===== config.mk =====
export PLATFORM = sky130hd
export DESIGN_NAME = dec_share_arb
export DESIGN_NICKNAME = d
export VERILOG_FILES = /design/src/rtl/dec_share_arb.sv
export SDC_FILE = /design/constraint.sdc
export NUM_CORES = 1
export LEC_CHECK = 0
export ABC_AREA = 0
export CORE_ASPECT_RATIO = 0.8
export CORE_MARGIN = 4
export CORE_UTILIZATION = 44
export CTS_CLUSTER_SIZE = 40
export DETAILED_ROUTE_END_ITERATION = 8
export GPL_ROUTABILITY_DRIVEN = 0
export PLACE_DENSITY = 0.95
export SYNTH_ARGS = -nofsm -noshare
export SYNTH_HDL_FRONTEND = slang
export SYNTH_SLANG_ARGS = --single-unit
export TNS_END_PERCENT = 10

===== constraint.sdc =====
create_clock -name Clk -period 6.1 [get_ports Clk]
set_input_delay 1.22 -clock Clk [delete_from_list [all_inputs] [get_ports Clk]]
set_output_delay 1.22 -clock Clk [all_outputs]
set_load 0.05 [all_outputs]

===== src/rtl/dec_share_arb.sv =====
// Round-robin arbiter sharing one decrement unit (d = a - 1) among NUM_REQ requesters.
// Optional macro DEC_SHARE_SAT_EN: saturating decrement plus an rsp_uflow output.
module dec_share_arb #(
  parameter int DATAWIDTH = 64,
  parameter int NUM_REQ   = 4,
  parameter int IDW       = 2
) (
  input  logic                         Clk,
  input  logic                         Rst,
  input  logic [NUM_REQ-1:0]           req_valid,
  input  logic [NUM_REQ*DATAWIDTH-1:0] req_data,
  output logic [NUM_REQ-1:0]           req_ready,
  output logic                         rsp_valid,
  input  logic                         rsp_ready,
  output logic [DATAWIDTH-1:0]         rsp_data,
  output logic [IDW-1:0]               rsp_id
`ifdef DEC_SHARE_SAT_EN
  ,
  output logic                         rsp_uflow
`endif
);

  typedef enum logic {
    IDLE = 1'b0,
    BUSY = 1'b1
  } state_t;

  state_t                 state_r;
  state_t                 state_s;
  logic [IDW-1:0]         ptr_r;
  logic [IDW-1:0]         grant_s;
  logic                   any_s;
  logic                   take_s;
  logic [DATAWIDTH-1:0]   op_s;

  function automatic logic [DATAWIDTH-1:0] dec_f(input logic [DATAWIDTH-1:0] a);
`ifdef DEC_SHARE_SAT_EN
    return (a == {DATAWIDTH{1'b0}}) ? {DATAWIDTH{1'b0}} : a - {{(DATAWIDTH-1){1'b0}}, 1'b1};
`else
    return a - {{(DATAWIDTH-1){1'b0}}, 1'b1};
`endif
  endfunction

  // Round-robin search starting just after the last granted index.
  always_comb begin
    any_s   = 1'b0;
    take_s  = 1'b0;
    grant_s = {IDW{1'b0}};
    for (int k = 1; k <= NUM_REQ; k++) begin
      take_s  = !any_s && req_valid[(int'(ptr_r) + k) % NUM_REQ];
      grant_s = take_s ? IDW'((int'(ptr_r) + k) % NUM_REQ) : grant_s;
      any_s   = any_s | take_s;
    end
  end

  assign op_s = req_data[int'(grant_s)*DATAWIDTH +: DATAWIDTH];

  // Next-state and grant decode; the grant is masked while reset is held.
  always_comb begin
    state_s   = state_r;
    req_ready = {NUM_REQ{1'b0}};
    case (state_r)
      IDLE: begin
        if (any_s && Rst) begin
          req_ready = {{(NUM_REQ-1){1'b0}}, 1'b1} << grant_s;
          state_s   = BUSY;
        end else begin
          state_s = IDLE;
        end
      end
      BUSY: begin
        if (rsp_ready) begin
          state_s = IDLE;
        end else begin
          state_s = BUSY;
        end
      end
      default: state_s = IDLE;
    endcase
  end

  // State register.
  always_ff @(posedge Clk or negedge Rst) begin
    if (!Rst) begin
      state_r <= IDLE;
    end else begin
      state_r <= state_s;
    end
  end

  // Result capture on grant, release on response handshake.
  always_ff @(posedge Clk or negedge Rst) begin
    if (!Rst) begin
      rsp_valid <= 1'b0;
      rsp_data  <= {DATAWIDTH{1'b0}};
      rsp_id    <= {IDW{1'b0}};
      ptr_r     <= IDW'(NUM_REQ - 1);
`ifdef DEC_SHARE_SAT_EN
      rsp_uflow <= 1'b0;
`endif
    end else if (state_r == IDLE && any_s) begin
      rsp_valid <= 1'b1;
      rsp_data  <= dec_f(op_s);
      rsp_id    <= grant_s;
      ptr_r     <= grant_s;
`ifdef DEC_SHARE_SAT_EN
      rsp_uflow <= (op_s == {DATAWIDTH{1'b0}});
`endif
    end else if (state_r == BUSY && rsp_ready) begin
      rsp_valid <= 1'b0;
    end
  end

endmodule


==> results.md <==
- Commonest non-fill, non-tap cell in the layout: clkdlybuf4s50_1
- Top post-synthesis cells by area: dfrtp_1, nand2_1, and3_1
- Worst skew pair latency: 340 ps
- Setup Buffers After CTS: 0
- Grt ovf: 0
- Clock Path Buffers: 2
- Placed insts: 1318
- EDFF count, synth: 0
- Core area: 14400 µm²
- Peak supply drop: 0.255 mV
- CTS tree: yes
- IO Port Bufs: 333
- Vias after detailed routing: 8208
- Io pins: 334
- Synth Warn #: 0
- Startpoint types: input pin
- CTS Hold Bufs: 0
- Worst Hold Class: reg2reg
- Average size of a mapped cell: 7.67 µm²
- Post-Layout Cell Count: 1336
- Final Hold Fails: 0
- Mapped Nets: 1115
- Period utilization: 88.2%
- Internal power: 0.00230 W
- RSZ-0062 raised after global routing: false
- HPWL after detailed placement: 23000 µm
- Switch Pwr: 0.00273 W
- Crit Path Max Fanout: 33
- H-tree levels: 3
- CP top delay family: compound AO/OA/AOI/OAI gates
- Initial core utilization: 45.3%
- Number of routed nets with antenna violations: 0
- Overall power: 0.00502 W
- Largest net degree at the start of global routing: 87
- Reg clk slew, reported paths: 60 ps
- Min-delay src: rsp_data[4]$_DFFE_PN0P_
- CP Class: in2reg
- Chip Height: 117 µm
- Resized Gates After CTS: 0
- WP buf/inv: 2
- Max Cap Viol: 0
- Max stage delay on crit path: 530 ps
- Cell taking the most area after synthesis: dfrtp_1
- Combinational fraction of design power: 72.5%
- Tmin final: 5380 ps
- PD cells: 492 nW/µm²
- Initial DRC count: 878
- Design area: 10200 µm²
- Leakage: 4.16 nW
- Crit-path slowest cell: clkdlybuf4s50_1
- Max Slew Vio Count: 0
- Register area share after synthesis: 26.9%
- Reg power frac: 17.0%
- Max frequency: 0.186 GHz
- Initial antenna violation count: 1
- Commonest non-fill, non-tap cells in the layout: clkdlybuf4s50_1, nand2_1, o21ai_0, and3_1, dfrtp_1
- Num CTS Buffers: 9
- Global-route wire length before repair: 42500 µm
- Root Buffer: clkbuf_16
- Fraction of registers with async set/reset: 100%
- Synthesized area: 6530 µm²
- Status: finished, final reports clean
- Final net count: 1409
- Die span in x: 144 µm
- Total GRT Usage: 32.8%
- Setup TNS: 0 ps
- Vias per cell: 6.14
- Clock Power Share: 10.5%
- Max transition margin: 39.8%
- #FFs+latches synth: 70
- Predominant post-synthesis flop cell: dfrtp_1
- Hold_ws: 472 ps
- Synth cell types: 67
- First-pass detailed-route iteration total: 6
- Vias in the first global route: 7636
- DP Area: 9910 µm²
- Switching Share: 54.3%
- Final wirelength: 29100 µm
- Crit path from: req_valid[3]
- DRC viols: 0
- Crit end category: register
- Yosys top cell area share: 26.1%
- CP Data Arrival Time: 5570 ps
- Ratio of cells with drive above 1 in the final layout: 9.57%
- Worst Path Required: 6290 ps
- Area growth from synthesis to layout: 56.6%
- Clock sink total: 70
- Skew final: 5.17 ps
- Critical-path cell list: clkdlybuf4s50_1 -> and2_4 -> o21ai_2 -> o211ai_4 -> a221oi_1 -> or2_2 -> ha_1 -> o2111ai_1 -> a22oi_1 -> nand4_2 -> nor4_4 -> buf_4 -> or3b_1 -> xnor2_1 -> o21ai_1
- Rows: 39
- Routed len/inst: 21.8 µm
- Cells after Synth: 851
- Die area: 16900 µm²
- Tightest Pin Transition: 899 ps
- Final setup violation count: 0
- RR Startpoint: ptr_r[1]$_DFFE_PN1P_
-- per-stage QoR --
step	worst slack (ps)	util (%)
4_1_cts	860	71.0
3_3_place_gp	682	68.9
2_1_floorplan	1330	-
5_1_grt	307	71.0
6_report	717	71.0
3_5_place_dp	512	68.9
-- worst min-delay path, cell delays in order (launching register included) --
cell and delay, ps:
dfrtp_1 340, nand2_1 50, nand2_1 50
-- cells in the mapped netlist, types with 2 or more instances --
cell type and number:
a211oi_1 43, a211oi_2 3, a21o_1 2, a21oi_1 37
a221o_1 16, a221oi_1 2, a22o_1 11, a22oi_1 9
a22oi_2 6, a31o_2 7, a31oi_1 8, a41o_1 2
and2_1 10, and3_1 70, buf_1 2, buf_2 11
buf_4 7, buf_6 10, clkbuf_1 42, dfrtp_1 68
dfstp_2 2, inv_1 5, mux2_2 3, nand2_1 144
nand2b_1 5, nand3_1 65, nand3b_1 3, nand4_1 16
nand4_2 5, nand4b_1 6, nor2_1 22, nor2b_1 2
nor3_1 8, nor4_1 4, nor4_4 2, o2111ai_1 2
o21ai_0 71, o21ai_1 12, o22a_1 7, o22a_2 4
or2_2 19, xnor2_1 29, xor2_1 25
-- cell families after synthesis --
group | count (synthesis) | synth area share (%)
flops | 70 | 26.9
buf+inv | 78 | 6.31
fa+ha+maj | 1 | 0.192
simple gates | 392 | 31.8
compound gates | 253 | 27.0
xor+xnor | 54 | 7.25
mux | 3 | 0.518
-- layout make-up --
type / instances / area (µm²)
Fill cell: 1083 / 4180
Clock buffer: 9 / 225
Sequential cell: 70 / 1750
Multi-Input combinational cell: 703 / 4380
Tap cell: 184 / 230
Inverter: 5 / 18.8
Antenna cell: 2 / 5.00
Timing Repair Buffer: 356 / 3530
Clock inverter: 7 / 73.8
-- state kept, by name, indices dropped and copies added, names as in the netlist --
register	count
state_r	1
ptr_r	2
rsp_valid	1
rsp_id	2
rsp_data	64
-- power by group through the flow --
stage	sequential [W]	combinational (W)	clock [W]
after floorplan	0.00159	0.00163	0
after global placement	0.000841	0.00350	0
after detailed placement	0.000856	0.00357	0
after CTS	0.000849	0.00359	0.000529
after global routing	0.000879	0.00384	0.000552
final	0.000853	0.00364	0.000528
-- metal layers --
metal / routed length (µm) / GRT usage, %
met5: 0 / 0
met4: 870 / 10.2
met3: 3120 / 9.18
met2: 13600 / 52.7
met1: 11500 / 43.3
-- final timing paths --
| kind | depth (start not counted) | endpoint | slack (ps) |
|---|---|---|---|
| setup / recovery | 15 | rsp_data[38]$_DFFE_PN0P_ | 720 |
| hold / removal | 2 | rsp_data[4]$_DFFE_PN0P_ | 470 |
| setup reg to reg | 14 | rsp_data[38]$_DFFE_PN0P_ | 1640 |
| hold reg to reg | 2 | rsp_data[4]$_DFFE_PN0P_ | 470 |
| max in group asynchronous | 2 | rsp_id[0]$_DFFE_PN0P_ | 4370 |
| min in group asynchronous | 1 | rsp_data[51]$_DFFE_PN0P_ | 750 |
Note: power is estimated with default switching activity, not from simulation.
